===== config.mk =====
export PLATFORM = sky130hd
export DESIGN_NAME = wrr_bus_arbiter
export DESIGN_NICKNAME = d
export VERILOG_FILES = /design/src/rtl/wrr_arb_pkg.sv /design/src/rtl/rr_pick_next.sv /design/src/rtl/wrr_bus_arbiter.sv
export SDC_FILE = /design/constraint.sdc
export NUM_CORES = 1
export LEC_CHECK = 0
export ABC_AREA = 1
export CAP_MARGIN = 20
export CORE_MARGIN = 3
export CORE_UTILIZATION = 50
export DETAILED_ROUTE_END_ITERATION = 7
export GPL_ROUTABILITY_DRIVEN = 0
export HOLD_SLACK_MARGIN = 0.06
export PLACE_DENSITY = 0.72
export SYNTH_ARGS = -nofsm -noshare
export SYNTH_HDL_FRONTEND = slang
export SYNTH_SLANG_ARGS = --single-unit

===== constraint.sdc =====
create_clock -name clk -period 4.1 [get_ports clk]
set_input_delay 0.615 -clock clk [delete_from_list [all_inputs] [get_ports clk]]
set_output_delay 0.615 -clock clk [all_outputs]
set_load 0.01 [all_outputs]

===== src/rtl/wrr_arb_pkg.sv =====
// Shared types and constants for the weighted round-robin bus arbiter.
package wrr_arb_pkg;

  typedef enum logic [1:0] {
    IDLE  = 2'd0,
    GRANT = 2'd1,
    GAP   = 2'd2
  } arb_state_e;

  localparam int DEFAULT_WEIGHT = 1;
  localparam int CFG_DATA_W     = 8;

endpackage


===== src/rtl/rr_pick_next.sv =====
// Combinational round-robin picker: first set mask bit after `last`, wrapping.
module rr_pick_next #(
  parameter int N  = 4,
  parameter int IW = 2
) (
  input  logic [N-1:0]  mask,
  input  logic [IW-1:0] last,
  output logic [N-1:0]  onehot,
  output logic [IW-1:0] idx,
  output logic          valid
);

  localparam int unsigned NU = N;

  always_comb begin
    int unsigned j;
    logic [IW-1:0] j_idx;
    onehot = '0;
    idx    = '0;
    valid  = 1'b0;
    j      = 0;
    j_idx  = '0;
    for (int unsigned i = 1; i <= NU; i++) begin
      j     = (i + {{(32-IW){1'b0}}, last}) % NU;
      j_idx = IW'(j);
      if (!valid && mask[j_idx]) begin
        valid         = 1'b1;
        onehot[j_idx] = 1'b1;
        idx           = j_idx;
      end
    end
  end

endmodule


===== src/rtl/wrr_bus_arbiter.sv =====
// Weighted round-robin bus arbiter with one-cycle turnaround gap between owners.
// Define WRR_ARB_PARK_EN to park the grant on the last owner when the bus is idle.
module wrr_bus_arbiter
  import wrr_arb_pkg::*;
#(
  parameter int NUM_MASTERS = 4,
  parameter int WEIGHT_W    = 4
) (
  input  logic                   clk,
  input  logic                   reset,
  input  logic [NUM_MASTERS-1:0] req,
  output logic [NUM_MASTERS-1:0] grant,
  input  logic                   config_wr,
  input  logic [1:0]             config_addr,
  input  logic [CFG_DATA_W-1:0]  config_data,
  output logic                   busy
);

  localparam int IW = $clog2(NUM_MASTERS);

  arb_state_e             state_q, state_d;
  logic [NUM_MASTERS-1:0] grant_q, grant_d;
  logic [WEIGHT_W-1:0]    quota_q, quota_d;
  logic [IW-1:0]          last_q, last_d;
  logic [WEIGHT_W-1:0]    weight_q [NUM_MASTERS];
  logic [WEIGHT_W-1:0]    weight_d [NUM_MASTERS];

  logic [NUM_MASTERS-1:0] eligible;
  logic [NUM_MASTERS-1:0] pick_onehot;
  logic [IW-1:0]          pick_idx;
  logic                   pick_valid;
  logic                   arbitrate;
  logic                   unused_cfg_hi;

  assign unused_cfg_hi = ^config_data[CFG_DATA_W-1:WEIGHT_W];

  always_comb begin
    for (int unsigned i = 0; i < NUM_MASTERS; i++) begin
      eligible[i] = req[i] && (weight_q[i] != '0);
    end
  end

  rr_pick_next #(
    .N  (NUM_MASTERS),
    .IW (IW)
  ) u_pick (
    .mask   (eligible),
    .last   (last_q),
    .onehot (pick_onehot),
    .idx    (pick_idx),
    .valid  (pick_valid)
  );

  // Writes land on the edge; selection and quota load this cycle see the old weight.
  always_comb begin
    weight_d = weight_q;
    if (config_wr) begin
      weight_d[config_addr] = config_data[WEIGHT_W-1:0];
    end
  end

  always_comb begin
    state_d   = state_q;
    grant_d   = grant_q;
    quota_d   = quota_q;
    last_d    = last_q;
    arbitrate = 1'b0;
    case (state_q)
      IDLE: begin
`ifdef WRR_ARB_PARK_EN
        // A parked grant is held in IDLE; only the parked owner may skip the gap.
        if (grant_q != '0) begin
          if (pick_valid) begin
            if (pick_idx == last_q) begin
              state_d = GRANT;
              quota_d = weight_q[pick_idx];
            end else begin
              state_d = GAP;
              grant_d = '0;
            end
          end
        end else begin
          arbitrate = 1'b1;
        end
`else
        arbitrate = 1'b1;
`endif
      end
      GRANT: begin
        if (req[last_q]) begin
          quota_d = quota_q - 1'b1;
        end
        if (!req[last_q] || quota_q == WEIGHT_W'(1)) begin
          state_d = GAP;
          grant_d = '0;
        end
      end
      GAP: begin
        arbitrate = 1'b1;
      end
      default: begin
        state_d = IDLE;
        grant_d = '0;
      end
    endcase

    if (arbitrate) begin
      if (pick_valid) begin
        state_d = GRANT;
        grant_d = pick_onehot;
        quota_d = weight_q[pick_idx];
        last_d  = pick_idx;
      end else begin
        state_d = IDLE;
        grant_d = '0;
`ifdef WRR_ARB_PARK_EN
        grant_d[last_q] = (weight_q[last_q] != '0);
`endif
      end
    end
  end

  always_ff @(posedge clk) begin
    if (reset) begin
      state_q <= IDLE;
      grant_q <= '0;
      quota_q <= '0;
      last_q  <= IW'(NUM_MASTERS - 1);
      for (int unsigned i = 0; i < NUM_MASTERS; i++) begin
        weight_q[i] <= WEIGHT_W'(DEFAULT_WEIGHT);
      end
    end else begin
      state_q  <= state_d;
      grant_q  <= grant_d;
      quota_q  <= quota_d;
      last_q   <= last_d;
      weight_q <= weight_d;
    end
  end

  assign grant = grant_q;
  assign busy  = |grant_q;

endmodule


After elaboration in Yosys (flattened, before gate mapping):

Index checks and enable logic that the tools add are counted.

* register bits: 28
* output and inout bits: 5

* add/sub/neg operators: 5
* $lt $le $gt $ge: 12
* eq/ne operators: 5
* muxes and demuxes: 49
* bitwise operators: 5
* reductions and logical operators: 26

Operator list (count)
* $mux 4: 14
* $bwmux 16: 1
* $reduce_bool 4->1: 4
* $lt 2x3->1 const B: 5
* $mux 1: 15
* $logic_and 1x1->1: 12
* $mux 2: 6
* $or 4x4->4: 3
* $bmux 1 s2: 5
* $bmux 4 s2: 1
* $demux 1 s2: 4
* $demux 4 s2: 1
* $ge 2x1->1 const B: 4
* $pmux 4 s2: 1
* $ge 3x3->1 const B: 2
* $not 2->3: 2
* $add 1x2->2 const A: 2
* $add 2x2->2 const A: 2
* $eq 4x1->1 const B: 1
* $logic_not 1->1: 4
* $pmux 2 s2: 1
* $reduce_and 2->1: 2
* $reduce_or 4->1: 1
* $sub 4x1->4 const B: 1
* 8 further kinds: 8

Longest topological paths before layout:

* depth in word-level cells: 20
* depth in mapped cells: 16

By module:

Synthesis repeated with hierarchy kept, for this count alone.

* cell total of the unflattened synthesis: 289
* area, all modules: 1963.1 um^2

Modules (own cells, without submodules)
* wrr_bus_arbiter: instances 1, cells each 208, area an instance 1427.6 um^2, seq. area each 560.5 um^2
* rr_pick_next: instances 1, cells each 81, area an instance 535.5 um^2, seq. area each 0.0 um^2

Worst setup path after synthesis:

Ideal clock, no wire load.

* path type: reg2reg
* start: register last_q[0]
* end: register quota_q[3]
* arrival time: 2.095 ns
* required time: 3.984 ns
* slack: 1.889 ns
* cell stages (with the launch flop): 14
* cells stage by stage: dfxtp_1 buf_6 inv_1 ha_1 inv_1 nand3_1 nand2_2 nand4_2 inv_1 nand2_1 nand2_2 nand2_1 nor3b_2 nor2_1

* word-level cells in the longest chain between the ends: 19
* elaborated cells between the ends (all ways): 36
* classes of those cells: add/sub: 4; mux: 25; bitwise: 1; reduce/logical: 6

Ends and longest elaborated chain
* start, declared: line wrr_bus_arbiter.sv:24 `logic [IW-1:0] last_q, last_d;`
* start signal, assigned: line wrr_bus_arbiter.sv:128 `last_q <= IW'(NUM_MASTERS - 1);`
* start signal, assigned: line wrr_bus_arbiter.sv:136 `last_q <= last_d;`
* $add 1x2->2: line rr_pick_next.sv:24 `j = (i + {{(32-IW){1'b0}}, last}) % NU;`
* $bmux 1 s2: line rr_pick_next.sv:26 `if (!valid && mask[j_idx]) begin`
* $mux 1 (implied by the code): line rr_pick_next.sv:26
* $mux 1: line rr_pick_next.sv:26
* $logic_not 1->1: line rr_pick_next.sv:26
* $logic_and 1x1->1: line rr_pick_next.sv:26
* $mux 1: line rr_pick_next.sv:26
* $logic_not 1->1: line rr_pick_next.sv:26
* [... 2 more ...]
* $logic_not 1->1: line rr_pick_next.sv:26
* $logic_and 1x1->1: line rr_pick_next.sv:26
* $mux 2: line rr_pick_next.sv:26
* $not 2->3 (implied by the code): line wrr_bus_arbiter.sv:111 `quota_d = weight_q[pick_idx];`
* $bmux 4 s2: line wrr_bus_arbiter.sv:111
* $mux 4 (implied by the code) (2 in series): line wrr_bus_arbiter.sv:111
* $mux 4: line wrr_bus_arbiter.sv:108 `if (pick_valid) begin`
* $mux 4 *: line wrr_bus_arbiter.sv:107 `if (arbitrate) begin`
* end signal, assigned: line wrr_bus_arbiter.sv:135 `quota_q <= quota_d;`
* end, declared: line wrr_bus_arbiter.sv:23 `logic [WEIGHT_W-1:0] quota_q, quota_d;`

Every way passes the cells marked *; elsewhere a longest branch is shown, timed or not. The select of a mux whose other input is x is not followed.
A chain may end at the register's enable or synchronous reset.

Worst setup path after layout:

* start: register last_q[0]
* end: register quota_q[0]

The elaborated chain is that of the path after synthesis.

==> flow_metrics.env <==
export IMPL_outcome="finished, final reports clean"
export IMPL_worst_path_most_repeated_cell="nand3_1"
export IMPL_crit_cells=12
export IMPL_required_ns=4.28
export IMPL_r2r_setup_slack_ns=1.27
export IMPL_slew_headroom=0.4718
export IMPL_fmax_ghz=0.3538
export IMPL_core_sq_um=3495
export IMPL_cp_end_kind="register"
export IMPL_clk_path_buf_depth=2
export IMPL_grtUsageTotal=0.1884
export IMPL_postSynthAreaPerCell_sq_um=6.826
export IMPL_drv_cap=0
export IMPL_p_leak_nw=1.033
export IMPL_critPathMaxFanout=16
export IMPL_grt_remaining_overflow=0
export IMPL_dieArea_sq_um=4585
export IMPL_clock_sinks=28
export IMPL_ir_drop_mv=0.3421
export IMPL_die_y_um=67.72
export IMPL_vias_per_cell=5.085
export IMPL_synth_most_common_cell="nand2_1"
export IMPL_syn_to_final_growth_pct=14.13
export IMPL_setup_tns_ns=0
export IMPL_dr_pass1_iters=4
export IMPL_grt_pass1_wl_um=6582
export IMPL_initial_core_util=0.5449
export IMPL_yosys_area_top_type="dfxtp_1"
export IMPL_drt_wl_total_um=3889
export IMPL_slew_violations=0
export IMPL_critPathLaunchType="register"
export IMPL_synth_edf_count=0
export IMPL_grt_pass1_vias=1543
export IMPL_post_dp_cell_area_sq_um=2102
export IMPL_holdPathStages=2
export IMPL_hp_start="weight_q[13]$_SDFFE_PP0P_"
export IMPL_cp_slowest_cell="dfxtp_1"
export IMPL_route_vias_total=1739
export IMPL_timing_rr_start="last_q[0]$_SDFFE_PP1P_"
export IMPL_setup_viol=0
export IMPL_synthCells=279
export IMPL_drt_iter0_markers=53
export IMPL_min_to="weight_q[13]$_SDFFE_PP0P_"
export IMPL_grt_max_degree=18
export IMPL_ant_nets=0
export IMPL_wire_per_inst_um=11.37
export IMPL_design_area_sq_um=2173
export IMPL_crit_buf_inv=2
export IMPL_max_slew_worst_pin_slew_ns=0.7870
export IMPL_post_route_cells_drive_above_1_share=0.1014
export IMPL_cts_hold_buf=0
export IMPL_io_buffers=17
export IMPL_yosys_top_cells_count="nand2_1 (60), inv_1 (45), dfxtp_1 (28)"
export IMPL_fin_nets=324
export IMPL_ys_warn_count=0
export IMPL_io_pins=22
export IMPL_crit_family="simple AND/OR/NAND/NOR gates"
export IMPL_place_ws_ns=1.271
export IMPL_cts_tree="yes"
export IMPL_rows=21
export IMPL_cpPeakStageDelay_ns=0.74
export IMPL_clockRootBuffer="clkbuf_8"
export IMPL_crit_chain="inv_1, ha_1, inv_1, nand3_1, nand2_2, nand4_2, nand3_1, nand2_2, nor2_1, nand3_1, nand2_1, a21oi_2"
export IMPL_seq_area_frac_synth=0.2943
export IMPL_r2r_cells=12
export IMPL_whs_ns=0.4843
export IMPL_antenna_found_initial=0
export IMPL_synth_cell_type_count=28
export IMPL_die_w_um=67.72
export IMPL_cts_resized_gates=0
export IMPL_ys_ff_latch=28
export IMPL_hold_path_class="register to register"
export IMPL_cts_made_buffers=3
export IMPL_fin_crit_ns=2.827
export IMPL_clk_pin_slew_ns=0.10
export IMPL_rr_endpoint="quota_q[0]$_SDFF_PP0_"
export IMPL_crit_type="register to register"
export IMPL_synth_top_cell_area_share=0.2943
export IMPL_diodes=0
export IMPL_cts_max_level=1
export IMPL_ys_flop_type="dfxtp_1"
export IMPL_skew_ns=0.005233
export IMPL_place_hpwl_um=3085
export IMPL_synth_area_sq_um=1904
export IMPL_clock_latency_ns=0.28
export IMPL_synth_area_top_cells="dfxtp_1 (29%), nand2_1 (12%), inv_1 (8.9%), ha_1 (6.6%), a21oi_1 (5.8%)"
export IMPL_cp_arrival_ns=3.01
export IMPL_hold_viol=0
export IMPL_drc=0
export IMPL_async_reset_ff_frac=0
export IMPL_final_period_utilization=0.6894
export IMPL_cts_setup_buffers=0
export IMPL_setup_slack_ns=1.273
export IMPL_syn_nets=306
export IMPL_rsz0062_at_grt="no"
export IMPL_power_density_nw_per_um2=736.5
worst min-delay path: stages (launching register included):
cell     delay, ns
dfxtp_1       0.32
inv_1         0.07
a21oi_1       0.06
per-stage QoR:
| stage | power (mW) | std cells | util |
|---|---|---|---|
| finish | 1.601 | 342 | 0.6219 |
| global route | 1.756 | 342 | 0.6219 |
| CTS | 1.609 | 342 | 0.6219 |
| detailed placement | 1.388 | 338 | 0.6015 |
| global placement | 1.376 | 338 | 0.6015 |
| floorplan | 1.199 | 279 | - |
flip-flops by register name, summed over array words and instances (netlist names):
name	cells
state_q	2
last_q	2
quota_q	4
weight_q	16
grant	4
routing by layer:
metal,track usage,routed length [um],share of wire
met5,0,0,0
met1,0.2419,1852,0.48
met3,0.02329,84,0.022
met4,0.08861,111,0.029
met2,0.3111,1841,0.47
cell families (layout without fill, tap and decap cells):
group                    after synthesis  in the layout  synth area share
adder cells (fa/ha/maj)               10             10           0.06570
flip-flops                            28             28            0.2944
AND/OR/NAND/NOR                      138            138            0.3771
buffers and inverters                 50             67            0.1064
AO/OA/AOI/OAI                         50             50            0.1426
XOR/XNOR                               3              3           0.01380
worst max-delay path by stage:
stage,startpoint,end
2_1_floorplan,last_q[0]$_SDFFE_PP1P_,quota_q[3]$_SDFF_PP0_
3_3_place_gp,last_q[0]$_SDFFE_PP1P_,quota_q[1]$_SDFF_PP0_
3_5_place_dp,last_q[0]$_SDFFE_PP1P_,quota_q[0]$_SDFF_PP0_
4_1_cts,last_q[0]$_SDFFE_PP1P_,quota_q[0]$_SDFF_PP0_
5_1_grt,last_q[0]$_SDFFE_PP1P_,quota_q[0]$_SDFF_PP0_
6_report,last_q[0]$_SDFFE_PP1P_,quota_q[0]$_SDFF_PP0_
final cells by class:
type	count	area [sq um]
Clock buffer	3	41.29
Clock inverter	1	30.03
Fill cell	357	1321
Inverter	46	172.7
Multi-Input combinational cell	201	1141
Sequential cell	28	560.5
Tap cell	46	57.56
Timing Repair Buffer	17	170.2
layout by cell type, fill, tap and decap left out, types with 3 or more instances in the layout:
master,netlist,final
nand2_2,8,8
o21ai_0,21,21
ha_1,10,10
nand2_1,60,60
clkbuf_8,0,3
nand3_1,15,15
inv_1,45,45
a21oi_1,22,22
dfxtp_1,28,28
nor3_1,5,5
nand2_4,4,4
o22ai_1,3,3
nand3_4,3,3
nor2_1,27,27
nand3_2,4,4
xor2_1,3,3
nand4_1,7,7
clkdlybuf4s50_1,0,17
report_power, final:
part / internal [mW] / leakage [nW] / switching (mW) / total [mW]
Sequential: 0.327 / 0.230 / 0.0534 / 0.380
Clock: 0.131 / 0.0357 / 0.0883 / 0.219
Combinational: 0.369 / 0.767 / 0.632 / 1.00
Total: 0.827 / 1.03 / 0.774 / 1.60
Power figures use the tool's default switching activity.
